==> src/rtl/feed_sequencer_pkg.sv <==
// Shared types and constants for the pet-feeder dispense sequencer.
package feeder_pkg;

  typedef enum logic [1:0] {
    IDLE     = 2'd0,
    DISPENSE = 2'd1,
    SETTLE   = 2'd2,
    COOLDOWN = 2'd3
  } state_t;

  localparam logic SRC_AUTO   = 1'b0;
  localparam logic SRC_MANUAL = 1'b1;

  localparam int unsigned FEED_CNT_W = 8;

  function automatic int unsigned max3(input int unsigned a, input int unsigned b,
                                       input int unsigned c);
    int unsigned m;
    m = (a > b) ? a : b;
    return (m > c) ? m : c;
  endfunction

endpackage

==> src/rtl/feed_sequencer_if.sv <==
// Request/status bundle between the button debouncers, the sequencer and the motor driver.
interface feed_sequencer_if #(
  parameter int unsigned PORTION_W = 3
) ();
  import feeder_pkg::*;

  logic                  manual_req;
  logic                  portion_inc;
  logic                  auto_en;
  logic                  abort;
  logic                  motor_en;
  logic                  busy;
  logic                  feed_done;
  logic                  last_src_manual;
  logic [PORTION_W-1:0]  portions_sel;
  logic [FEED_CNT_W-1:0] feed_count;

  modport master (
    output manual_req, portion_inc, auto_en, abort,
    input  motor_en, busy, feed_done, last_src_manual, portions_sel, feed_count
  );

  modport slave (
    input  manual_req, portion_inc, auto_en, abort,
    output motor_en, busy, feed_done, last_src_manual, portions_sel, feed_count
  );

endinterface

==> src/rtl/feed_sequencer_interval_timer.sv <==
// Free-running auto-feed period counter; wrap_c pulses on the last count of each period.
module feed_interval_timer #(
  parameter int unsigned INTERVAL_CYCLES = 1000
) (
  input  logic clk,
  input  logic rst_n,
  input  logic auto_en,
  output logic wrap_c
);

  localparam int unsigned CNT_W = $clog2(INTERVAL_CYCLES);
  localparam logic [CNT_W-1:0] LAST = CNT_W'(INTERVAL_CYCLES - 1);

  logic [CNT_W-1:0] cnt;

  assign wrap_c = auto_en && (cnt == LAST);

  // Held at zero while disabled so re-enabling always starts a full period.
  always_ff @(posedge clk or negedge rst_n) begin
    if (!rst_n) begin
      cnt <= '0;
    end else if (!auto_en || wrap_c) begin
      cnt <= '0;
    end else begin
      cnt <= cnt + CNT_W'(1);
    end
  end

endmodule

==> src/rtl/feed_sequencer.sv <==
// Pet-feeder dispense sequencer: arbitrates manual/auto requests, runs portions, enforces cooldown.
// Optional completed-feed counter enabled with `define FEED_COUNTER_EN.
module feed_sequencer
  import feeder_pkg::*;
#(
  parameter int unsigned DISPENSE_CYCLES = 50,
  parameter int unsigned SETTLE_CYCLES   = 20,
  parameter int unsigned COOLDOWN_CYCLES = 200,
  parameter int unsigned INTERVAL_CYCLES = 1000,
  parameter int unsigned MAX_PORTIONS    = 4,
  parameter int unsigned PORTION_W       = 3
) (
  input logic              clk,
  input logic              rst_n,
  feed_sequencer_if.slave  bus
);

  localparam int unsigned PH_MAX = max3(DISPENSE_CYCLES, SETTLE_CYCLES, COOLDOWN_CYCLES);
  localparam int unsigned PH_W   = (PH_MAX > 1) ? $clog2(PH_MAX) : 1;

  state_t               state, state_nxt;
  logic [PH_W-1:0]      phase, ph_load;
  logic [PORTION_W-1:0] remaining, sel_q;
  logic                 auto_pend, man_pend, wrap_c;
  logic                 expire, req, start, more, done_c, abort_c;
  logic                 motor_nxt, busy_nxt;
  logic                 motor_q, busy_q, done_q, src_q;

  feed_interval_timer #(
    .INTERVAL_CYCLES(INTERVAL_CYCLES)
  ) u_timer (
    .clk    (clk),
    .rst_n  (rst_n),
    .auto_en(bus.auto_en),
    .wrap_c (wrap_c)
  );

  assign expire = (phase == '0);
  assign req    = bus.manual_req | man_pend | auto_pend;

  always_ff @(posedge clk or negedge rst_n) begin
    if (!rst_n) begin
      state <= IDLE;
    end else begin
      state <= state_nxt;
    end
  end

  // Abort outranks phase expiry in the motor phases.
  always_comb begin
    state_nxt = state;
    start     = 1'b0;
    more      = 1'b0;
    done_c    = 1'b0;
    abort_c   = 1'b0;
    case (state)
      IDLE: begin
        if (req) begin
          start     = 1'b1;
          state_nxt = DISPENSE;
        end
      end
      DISPENSE: begin
        if (bus.abort) begin
          abort_c   = 1'b1;
          state_nxt = COOLDOWN;
        end else if (expire) begin
          state_nxt = SETTLE;
        end
      end
      SETTLE: begin
        if (bus.abort) begin
          abort_c   = 1'b1;
          state_nxt = COOLDOWN;
        end else if (expire) begin
          if (remaining > PORTION_W'(1)) begin
            more      = 1'b1;
            state_nxt = DISPENSE;
          end else begin
            done_c    = 1'b1;
            state_nxt = COOLDOWN;
          end
        end
      end
      COOLDOWN: begin
        if (expire) begin
          state_nxt = IDLE;
        end
      end
      default: state_nxt = IDLE;
    endcase
  end

  always_comb begin
    motor_nxt = (state_nxt == DISPENSE);
    busy_nxt  = (state_nxt != IDLE);
    ph_load   = '0;
    case (state_nxt)
      DISPENSE: ph_load = PH_W'(DISPENSE_CYCLES - 1);
      SETTLE:   ph_load = PH_W'(SETTLE_CYCLES - 1);
      COOLDOWN: ph_load = PH_W'(COOLDOWN_CYCLES - 1);
      default:  ph_load = '0;
    endcase
  end

  always_ff @(posedge clk or negedge rst_n) begin
    if (!rst_n) begin
      phase     <= '0;
      remaining <= '0;
      sel_q     <= PORTION_W'(1);
      auto_pend <= 1'b0;
      man_pend  <= 1'b0;
      motor_q   <= 1'b0;
      busy_q    <= 1'b0;
      done_q    <= 1'b0;
      src_q     <= SRC_AUTO;
    end else begin
      if (state_nxt != state) begin
        phase <= ph_load;
      end else if (!expire) begin
        phase <= phase - PH_W'(1);
      end

      if (start) begin
        remaining <= sel_q;
      end else if (more) begin
        remaining <= remaining - PORTION_W'(1);
      end

      if (bus.portion_inc) begin
        sel_q <= (sel_q == PORTION_W'(MAX_PORTIONS)) ? PORTION_W'(1) : sel_q + PORTION_W'(1);
      end

      // Only a press landing on the final cooldown cycle is carried into IDLE.
      man_pend <= (state == COOLDOWN) && expire && bus.manual_req;

      if (!bus.auto_en || start || abort_c) begin
        auto_pend <= 1'b0;
      end else if (wrap_c) begin
        auto_pend <= 1'b1;
      end

      if (start) begin
        src_q <= (bus.manual_req | man_pend) ? SRC_MANUAL : SRC_AUTO;
      end

      motor_q <= motor_nxt;
      busy_q  <= busy_nxt;
      done_q  <= done_c;
    end
  end

  assign bus.motor_en        = motor_q;
  assign bus.busy            = busy_q;
  assign bus.feed_done       = done_q;
  assign bus.last_src_manual = src_q;
  assign bus.portions_sel    = sel_q;

`ifdef FEED_COUNTER_EN
  logic [FEED_CNT_W-1:0] feed_cnt_q;

  // Counts in step with feed_done and sticks at all-ones.
  always_ff @(posedge clk or negedge rst_n) begin
    if (!rst_n) begin
      feed_cnt_q <= '0;
    end else if (done_c && (feed_cnt_q != '1)) begin
      feed_cnt_q <= feed_cnt_q + FEED_CNT_W'(1);
    end
  end

  assign bus.feed_count = feed_cnt_q;
`else
  assign bus.feed_count = '0;
`endif

endmodule

==> src/flat_wrapper.sv <==
// flat-port wrapper written by rule: the top's interface ports become plain ports
module feed_sequencer_flat import feeder_pkg::*;
#(
  parameter int unsigned DISPENSE_CYCLES = 50,
  parameter int unsigned SETTLE_CYCLES   = 20,
  parameter int unsigned COOLDOWN_CYCLES = 200,
  parameter int unsigned INTERVAL_CYCLES = 1000,
  parameter int unsigned MAX_PORTIONS    = 4,
  parameter int unsigned PORTION_W       = 3
)
  (clk, rst_n, bus_manual_req, bus_portion_inc, bus_auto_en, bus_abort, bus_motor_en, bus_busy, bus_feed_done, bus_last_src_manual, bus_portions_sel, bus_feed_count);
  feed_sequencer_if #(.PORTION_W(PORTION_W)) bus_i ();
  input logic clk;
  input logic rst_n;
  input wire logic [$bits(bus_i.manual_req)-1:0] bus_manual_req;
  input wire logic [$bits(bus_i.portion_inc)-1:0] bus_portion_inc;
  input wire logic [$bits(bus_i.auto_en)-1:0] bus_auto_en;
  input wire logic [$bits(bus_i.abort)-1:0] bus_abort;
  output wire logic [$bits(bus_i.motor_en)-1:0] bus_motor_en;
  output wire logic [$bits(bus_i.busy)-1:0] bus_busy;
  output wire logic [$bits(bus_i.feed_done)-1:0] bus_feed_done;
  output wire logic [$bits(bus_i.last_src_manual)-1:0] bus_last_src_manual;
  output wire logic [$bits(bus_i.portions_sel)-1:0] bus_portions_sel;
  output wire logic [$bits(bus_i.feed_count)-1:0] bus_feed_count;
  assign bus_i.manual_req = bus_manual_req;
  assign bus_i.portion_inc = bus_portion_inc;
  assign bus_i.auto_en = bus_auto_en;
  assign bus_i.abort = bus_abort;
  assign bus_motor_en = bus_i.motor_en;
  assign bus_busy = bus_i.busy;
  assign bus_feed_done = bus_i.feed_done;
  assign bus_last_src_manual = bus_i.last_src_manual;
  assign bus_portions_sel = bus_i.portions_sel;
  assign bus_feed_count = bus_i.feed_count;
  feed_sequencer #(.DISPENSE_CYCLES(DISPENSE_CYCLES), .SETTLE_CYCLES(SETTLE_CYCLES), .COOLDOWN_CYCLES(COOLDOWN_CYCLES), .INTERVAL_CYCLES(INTERVAL_CYCLES), .MAX_PORTIONS(MAX_PORTIONS), .PORTION_W(PORTION_W)) u_core (.clk(clk), .rst_n(rst_n), .bus(bus_i));
endmodule
==> config.mk <==
export PLATFORM = sky130hd
export DESIGN_NAME = feed_sequencer_flat
export DESIGN_NICKNAME = d
export VERILOG_FILES = /design/src/rtl/feed_sequencer_pkg.sv /design/src/rtl/feed_sequencer_if.sv /design/src/rtl/feed_sequencer_interval_timer.sv /design/src/rtl/feed_sequencer.sv /design/src/flat_wrapper.sv
export SDC_FILE = /design/constraint.sdc
export NUM_CORES = 1
export LEC_CHECK = 0
export BUFFER_PORTS_ARGS = -buffer_cell sky130_fd_sc_hd__clkbuf_2
export CAP_MARGIN = 20
export CORE_MARGIN = 4
export CORE_UTILIZATION = 35
export CTS_CLUSTER_SIZE = 8
export DETAILED_ROUTE_END_ITERATION = 10
export SLEW_MARGIN = 30
export SYNTH_ARGS = -nofsm -noshare
export SYNTH_HDL_FRONTEND = slang
export SYNTH_HIERARCHICAL = 1
export SYNTH_SLANG_ARGS = --single-unit
==> constraint.sdc <==
create_clock -name clk -period 2.8 [get_ports clk]
set_clock_uncertainty 0.2 [all_clocks]
set_input_delay 0.28 -clock clk [delete_from_list [all_inputs] [get_ports clk]]
set_output_delay 0.28 -clock clk [all_outputs]
set_load 0.005 [all_outputs]
# Yosys cells after proc, flatten, opt, wreduce, memory -nomap -nowiden
# Index checks and enable logic that the tools add are counted.
[classes]
addsub = 4
order_cmp = 1
n_eq_ne = 10
n_mux = 30
bitwise_logic = 2
reduce_logical = 13
[ops]
columns = ["op", "n"]
rows = [
  ["$pmux W8 S3", 1],
  ["$mux W8", 2],
  ["$mux W1", 15],
  ["$mux W2", 7],
  ["$add A10 B1 Y10 const B", 1],
  ["$eq A10 B10 Y1 const B", 1],
  ["$mux W10", 1],
  ["$mux W3", 3],
  ["$eq A2 B2 Y1 const B", 4],
  ["$logic_not A8 Y1", 1],
  ["$pmux W2 S4", 1],
  ["$sub A8 B1 Y8 const B", 1],
  ["$reduce_bool A2 Y1", 3],
  ["$eq A2 B1 Y1 const B", 2],
  ["$add A3 B1 Y3 const B", 1],
  ["$eq A3 B3 Y1 const B", 1],
  ["$gt A3 B1 Y1 const B", 1],
  ["$logic_and A1 B1 Y1", 3],
  ["$logic_or A1 B1 Y1", 3],
  ["$sub A3 B1 Y3 const B", 1],
  ["$logic_not A2 Y1", 1],
  ["$ne A2 B2 Y1", 1],
  ["$ne A2 B2 Y1 const B", 1],
  ["$or A1 B1 Y1", 2],
  ["other kinds (2)", 2],
]
[word_totals]
register_bits = 32
input_bits = 6
output_inout_bits = 15
word_cells = 71

# Logic depth before layout (Yosys ltp)
[depth]
depth_word = 8
mapped_depth = 9
depth_no_buf = 9

# Hierarchy
# The synthesis kept the hierarchy.
[by_module_without_submodules]
columns = ["mod", "n_inst", "cells_per_inst", "area_per_inst_um2", "seq_area_each_um2"]
rows = [
  ["feed_sequencer", 1, 159, 1540.2, 551.8],
  ["feed_interval_timer", 1, 50, 523.0, 250.2],
]

# Worst setup path before layout
# Ideal clock, no wire load.
[synth_timing]
path_type = "register -> register"
startpoint = "reg u_core.state[1]"
endpoint = "reg u_core.phase[2]"
setup_ns = 0.125
arrival_time_ns = 2.305
required_time_ns = 2.475
setup_slack_ns = 0.171
stages_incl_launch_ff = 9
path_buffers = 1
synth_period_minus_slack_ns = 2.629
cell_sequence = "dfrtp_1 -> inv_1 -> ha_1 -> buf_4 -> or4b_4 -> o21ai_2 -> o311ai_1 -> a221oi_4 -> mux2_2"
[synth_between]
elab_chain_len = 6
word_cells_on_any_way = 18
cone_classes = "eq/ne (8); mux (9); reduce/logical (1)"
[synth_lines]
columns = ["element", "line_no", "text"]
rows = [
  ["start, declared", "feed_sequencer.sv:21", "state_t state, state_nxt;"],
  ["start signal, assigned", "feed_sequencer.sv:45", "state <= state_nxt;"],
  ["$mux W2 (on tied branches)", "feed_sequencer.sv:75, feed_sequencer.sv:67", ""],
  ["$mux W2 (on tied branches)", "feed_sequencer.sv:72, feed_sequencer.sv:64", ""],
  ["$pmux W2 S4", "feed_sequencer.sv:56", "case (state)"],
  ["$eq A2 B2 Y1 or $eq A2 B1 Y1 (tied branches)", "feed_sequencer.sv:98", "case (state_nxt)"],
  ["$pmux W8 S3", "feed_sequencer.sv:98", ""],
  ["$mux W8", "feed_sequencer.sv:118", "if (state_nxt != state) begin"],
  ["end signal, assigned", "feed_sequencer.sv:119", "phase <= ph_load;"],
  ["end signal, assigned", "feed_sequencer.sv:121", "phase <= phase - PH_W'(1);"],
  ["end, declared", "feed_sequencer.sv:22", "logic [PH_W-1:0] phase, ph_load;"],
]
# Several ways; a longest one is shown, not always the timed one.
# A chain may end at the register's enable or synchronous reset.

# Worst setup path in the final report
[layout_timing]
startpoint = "reg u_core.phase[0]"
endpoint = "reg u_core.phase[2]"
[layout_between]
elab_chain_len = 7
word_cells_on_any_way = 16
cone_classes = "add/sub (1); eq/ne (5); mux (9); reduce/logical (1)"
[layout_lines]
columns = ["element", "line_no", "text"]
rows = [
  ["$logic_not A8 Y1 (*)", "feed_sequencer.sv:38", "assign expire = (phase == '0);"],
  ["$mux W2 (on tied branches)", "feed_sequencer.sv:75, feed_sequencer.sv:67", ""],
  ["$mux W2 (on tied branches)", "feed_sequencer.sv:72, feed_sequencer.sv:64", ""],
  ["$pmux W2 S4 (*)", "feed_sequencer.sv:56", ""],
  ["via u_core.state_nxt[1]", "feed_sequencer.sv:21", ""],
  ["$eq A2 B2 Y1 or $eq A2 B1 Y1 (tied branches)", "feed_sequencer.sv:98", ""],
  ["$pmux W8 S3", "feed_sequencer.sv:98", ""],
  ["$mux W8", "feed_sequencer.sv:118", ""],
]
# Mark *: on every way through the listed nets, which the timed path passes. The rest lies on a longest branch. The select of a mux whose other input is x is not followed.

==> parameters.txt <==
Parameter                              Value

Run status
  Run status    complete, no violations

Critical path
  Arrival time worst endpoint    about 2.7 ns
  Kind of end point of the critical path    register
  Library cell contributing the largest single delay on the critical path    or4b_4
  Critical path cell sequence    inv_1 > ha_1 > or4b_4 > nor3_2 > a221oi_1 > a21oi_1 > inv_1 > ha_1 > mux2_2
  CP bufs+invs    2
  Delay-heaviest family, CP    simple AND/OR/NAND/NOR gates
  CP max FO    6
  Slowest Stage Delay on Critical Path    0.52 ns
  Critical path start-end classification    register to register
  Startpoint types    register
  Data required time at the worst endpoint    2.77 ns

Clock network
  Root Buffer    clkbuf_8
  H-tree depth    2
  Clock edge transition at the registers on the reported setup and hold paths    0.07 ns
  Number of buffers inserted during clock tree synthesis    5
  Clock latency reported for the late side of the worst-skew pair    0.29 ns
  Total number of clock tree sinks    32
  CTS tree    done
  Clock tree buffer depth    2

Detailed routing
  Violation count after the first detailed-route iteration    around 120
  Pre-antenna DRT Iters    4
  Total wire length after detailed routing    3.987 mm
  DRC violations left    0
  Detail-routed net length per standard cell    12.94 um
  Vias after detailed routing    1,556
  Antenna-violating nets left    0
  Via count normalized by instance count    5.052

GRT
  Met3 Resource Use GR    2.944%
  Antenna violations before repair    0
  Aggregate global-route resource usage    roughly an eighth
  Residual overflow from global routing    0
  Vias in the first global route    about 1,500
  Maximum number of pins on one net before global-route repair    33
  Global-route track usage on met2    about 17%
  Peak-usage layer in the global routing report    met1
  Met1 track demand over resource    ~18%
  Global-route wire length before repair    7.182 mm

Floorplan
  Chip height    84.78 um
  Standard cell core area    5608 sq um
  Die width    around 85 um
  Site row count    27
  Full die area    between 7000 and 8000 sq um
  Number of top-level design ports    21
  Initial Util    36.79%

Timing
  Number of hold-slack violations in the final timing report    0
  Worst Tran Pin Value    0.8014 ns
  Clock period minus worst slack    about 2.7 ns
  Max Clock Freq    0.3738 GHz
  Worst slew slack as a fraction of its limit    46.57%
  Total Neg Setup Slack    0 ns
  Total of endpoints with negative setup slack in the final report    0
  Final number of max-transition violations    0
  RSZ-0062 raised after global routing    false
  Post-route fraction of the period consumed by the critical path    95.55%
  Fin worst setup slack    0.1247 ns

Synth
  Number of distinct standard cells referenced by the synthesized netlist    53
  Syn_area_per_cell    9.872 sq um
  Number of instances in the synthesized netlist    209
  Top cells by area, synth    dfrtp_1 38%, ha_1 8.5%, nor2_1 3.5%, buf_4 3.3%, mux2_2 3.3%
  Post-synth top area share    37.60%
  Primary FF master, synth    dfrtp_1
  Post-synthesis cell type with the largest combined area    dfrtp_1
  EDFF count, synth    0
  Post-Syn Area    2063 sq um
  Number of warnings issued by yosys    6
  Proportion of synthesized chip area in sequential cells    between 30 and 40%
  Post-synthesis register bit count    32
  Asr flop ratio synth    100.0%

Placement
  Gp weighted congestion    0.7889
  Port-buffer cells    12
  HPWL reported at the end of detailed placement    2.957 mm
  Place WS    0.07938 ns
  Cell area after placement    2240 sq um
  Count of placed standard cells including taps    around 300

Flow run
  Number of maximum-capacitance constraint violations    0

Hold path
  Type of the worst min-delay path    primary input to register

Layout
  Syn-to-layout area delta    15.16%
  Share of cells above drive strength 1    21.61%
  Number of antenna cells inserted    0
  Final nets    255
  Cell area after layout    between 2000 and 2500 sq um
  Number of cells in the finished layout apart from fillers    between 300 and 400

Power and ir drop
  Leakage power total    about 1.1 nW
  Worst VDD drop    about 0.32 mV
  Total power density per cell area    1032 nW/um^2
worst min-delay path: stages:
cell and delay [ns]:
clkbuf_2 0.12, nor2_1 0.09, nor2_1 0.04
placed cells by master, fill, tap and decap left out, drive strengths merged, types with 3 or more instances in the layout:
| cell type | n |
|---|---|
| or3 | 3 |
| clkbuf | 19 |
| o21ai | 8 |
| or4b | 3 |
| nor3 | 10 |
| mux2i | 3 |
| ha | 14 |
| inv | 14 |
| buf | 10 |
| mux2 | 6 |
| nand3 | 6 |
| xnor2 | 7 |
| xor2 | 3 |
| a21oi | 10 |
| dfrtp | 31 |
| nor2 | 19 |
| nand2 | 14 |
| conb | 8 |
| and3 | 7 |
| a31oi | 3 |
metal layers:
metal / vias up / share of wire [%]
met5: - / 0
met4: 0 / 2.1
met3: 7 / 4.9
met2: 40 / 41
met1: 723 / 52
li1: 786 / -
registers in the layout (all words and copies together), names as in the netlist:
name and cells:
u_core/man_pend 1, u_core/u_timer/cnt 10, u_core/bus.last_src_manual 1, u_core/bus.motor_en 1, u_core/state 2, u_core/auto_pend 1
u_core/bus.portions_sel 3, u_core/remaining 3, u_core/phase 8, u_core/bus.busy 1, u_core/bus.feed_done 1
metrics by stage:
step / hold WS, ns / utilization (%) / total power [mW]
after global routing: 0.06949 / 42.37 / 2.675
after CTS: 0.04121 / 42.37 / 2.472
final: 0.05061 / 42.37 / 2.453
after floorplan: -0.2156 / - / 1.614
after detailed placement: 0.2293 / 39.94 / 1.963
after global placement: 0.2243 / 39.94 / 1.963
report_power, final:
group	total, mW	switching (mW)	internal (mW)
logic	1.25	0.636	0.612
registers	0.714	0.119	0.595
clock network	0.491	0.177	0.314
cell families (layout without fill, tap and decap cells):
logic type / after synthesis / after routing / share of synthesized area (%)
buffers and inverters: 25 / 45 / 6.185
XOR/XNOR: 10 / 10 / 4.245
other: 1 / 8 / 0.1818
AO/OA/AOI/OAI: 45 / 45 / 16.43
adder cells (fa/ha/maj): 14 / 14 / 8.490
multiplexers: 9 / 9 / 4.730
AND/OR/NAND/NOR: 73 / 73 / 20.86
flip-flops: 32 / 32 / 38.87
cell type report:
cell class              count  area (sq um)
multi-input cells         159          1160
fillers                   557          3232
inverters                  14         52.55
clock inverters             1         30.03
well taps                  72         90.09
flip-flops and latches     32         802.0
clock buffers               7         96.34
repair buffers             23         145.1
cells in the mapped netlist (3+ instances only):
library cell and n:
dfrtp_1 31, nor2_1 19, ha_1 14, inv_1 14, nand2_1 14, a21oi_1 10, buf_4 9, nor3_1 8
o21ai_0 7, xnor2_1 7, mux2_2 6, nand3_1 6, and3_1 5, a31oi_1 3, mux2i_1 3, or3_1 3
xor2_1 3
what timing repair did:
item                                    in CTS  in global routing
resized for setup                            0                  2
hold buffers                                 1                  0
endpoints found under the setup margin       0                  6
endpoints found under the hold margin       31                  0
buffers inserted                             0                  0
path summary, 6_finish.rpt:
kind | startpoint | depth (start not counted) | slack (ns) | end
max | u_core/phase[0]$_DFFE_PN0P_ | 9 | 0.12 | u_core/phase[2]$_DFFE_PN0P_
min | bus_portion_inc | 3 | 0.05 | u_core/bus.portions_sel[0]$_DFFE_PN1P_
max reg2reg | u_core/phase[0]$_DFFE_PN0P_ | 9 | 0.12 | u_core/phase[2]$_DFFE_PN0P_
min reg2reg | u_core/bus.last_src_manual$_DFFE_PN0P_ | 2 | 0.27 | u_core/bus.last_src_manual$_DFFE_PN0P_
max in group asynchronous | rst_n | 2 | 1.48 | u_core/remaining[2]$_DFFE_PN0P_
min in group asynchronous | rst_n | 2 | 0.41 | u_core/phase[0]$_DFFE_PN0P_
No activity file was read; power rests on OpenSTA's default activity.
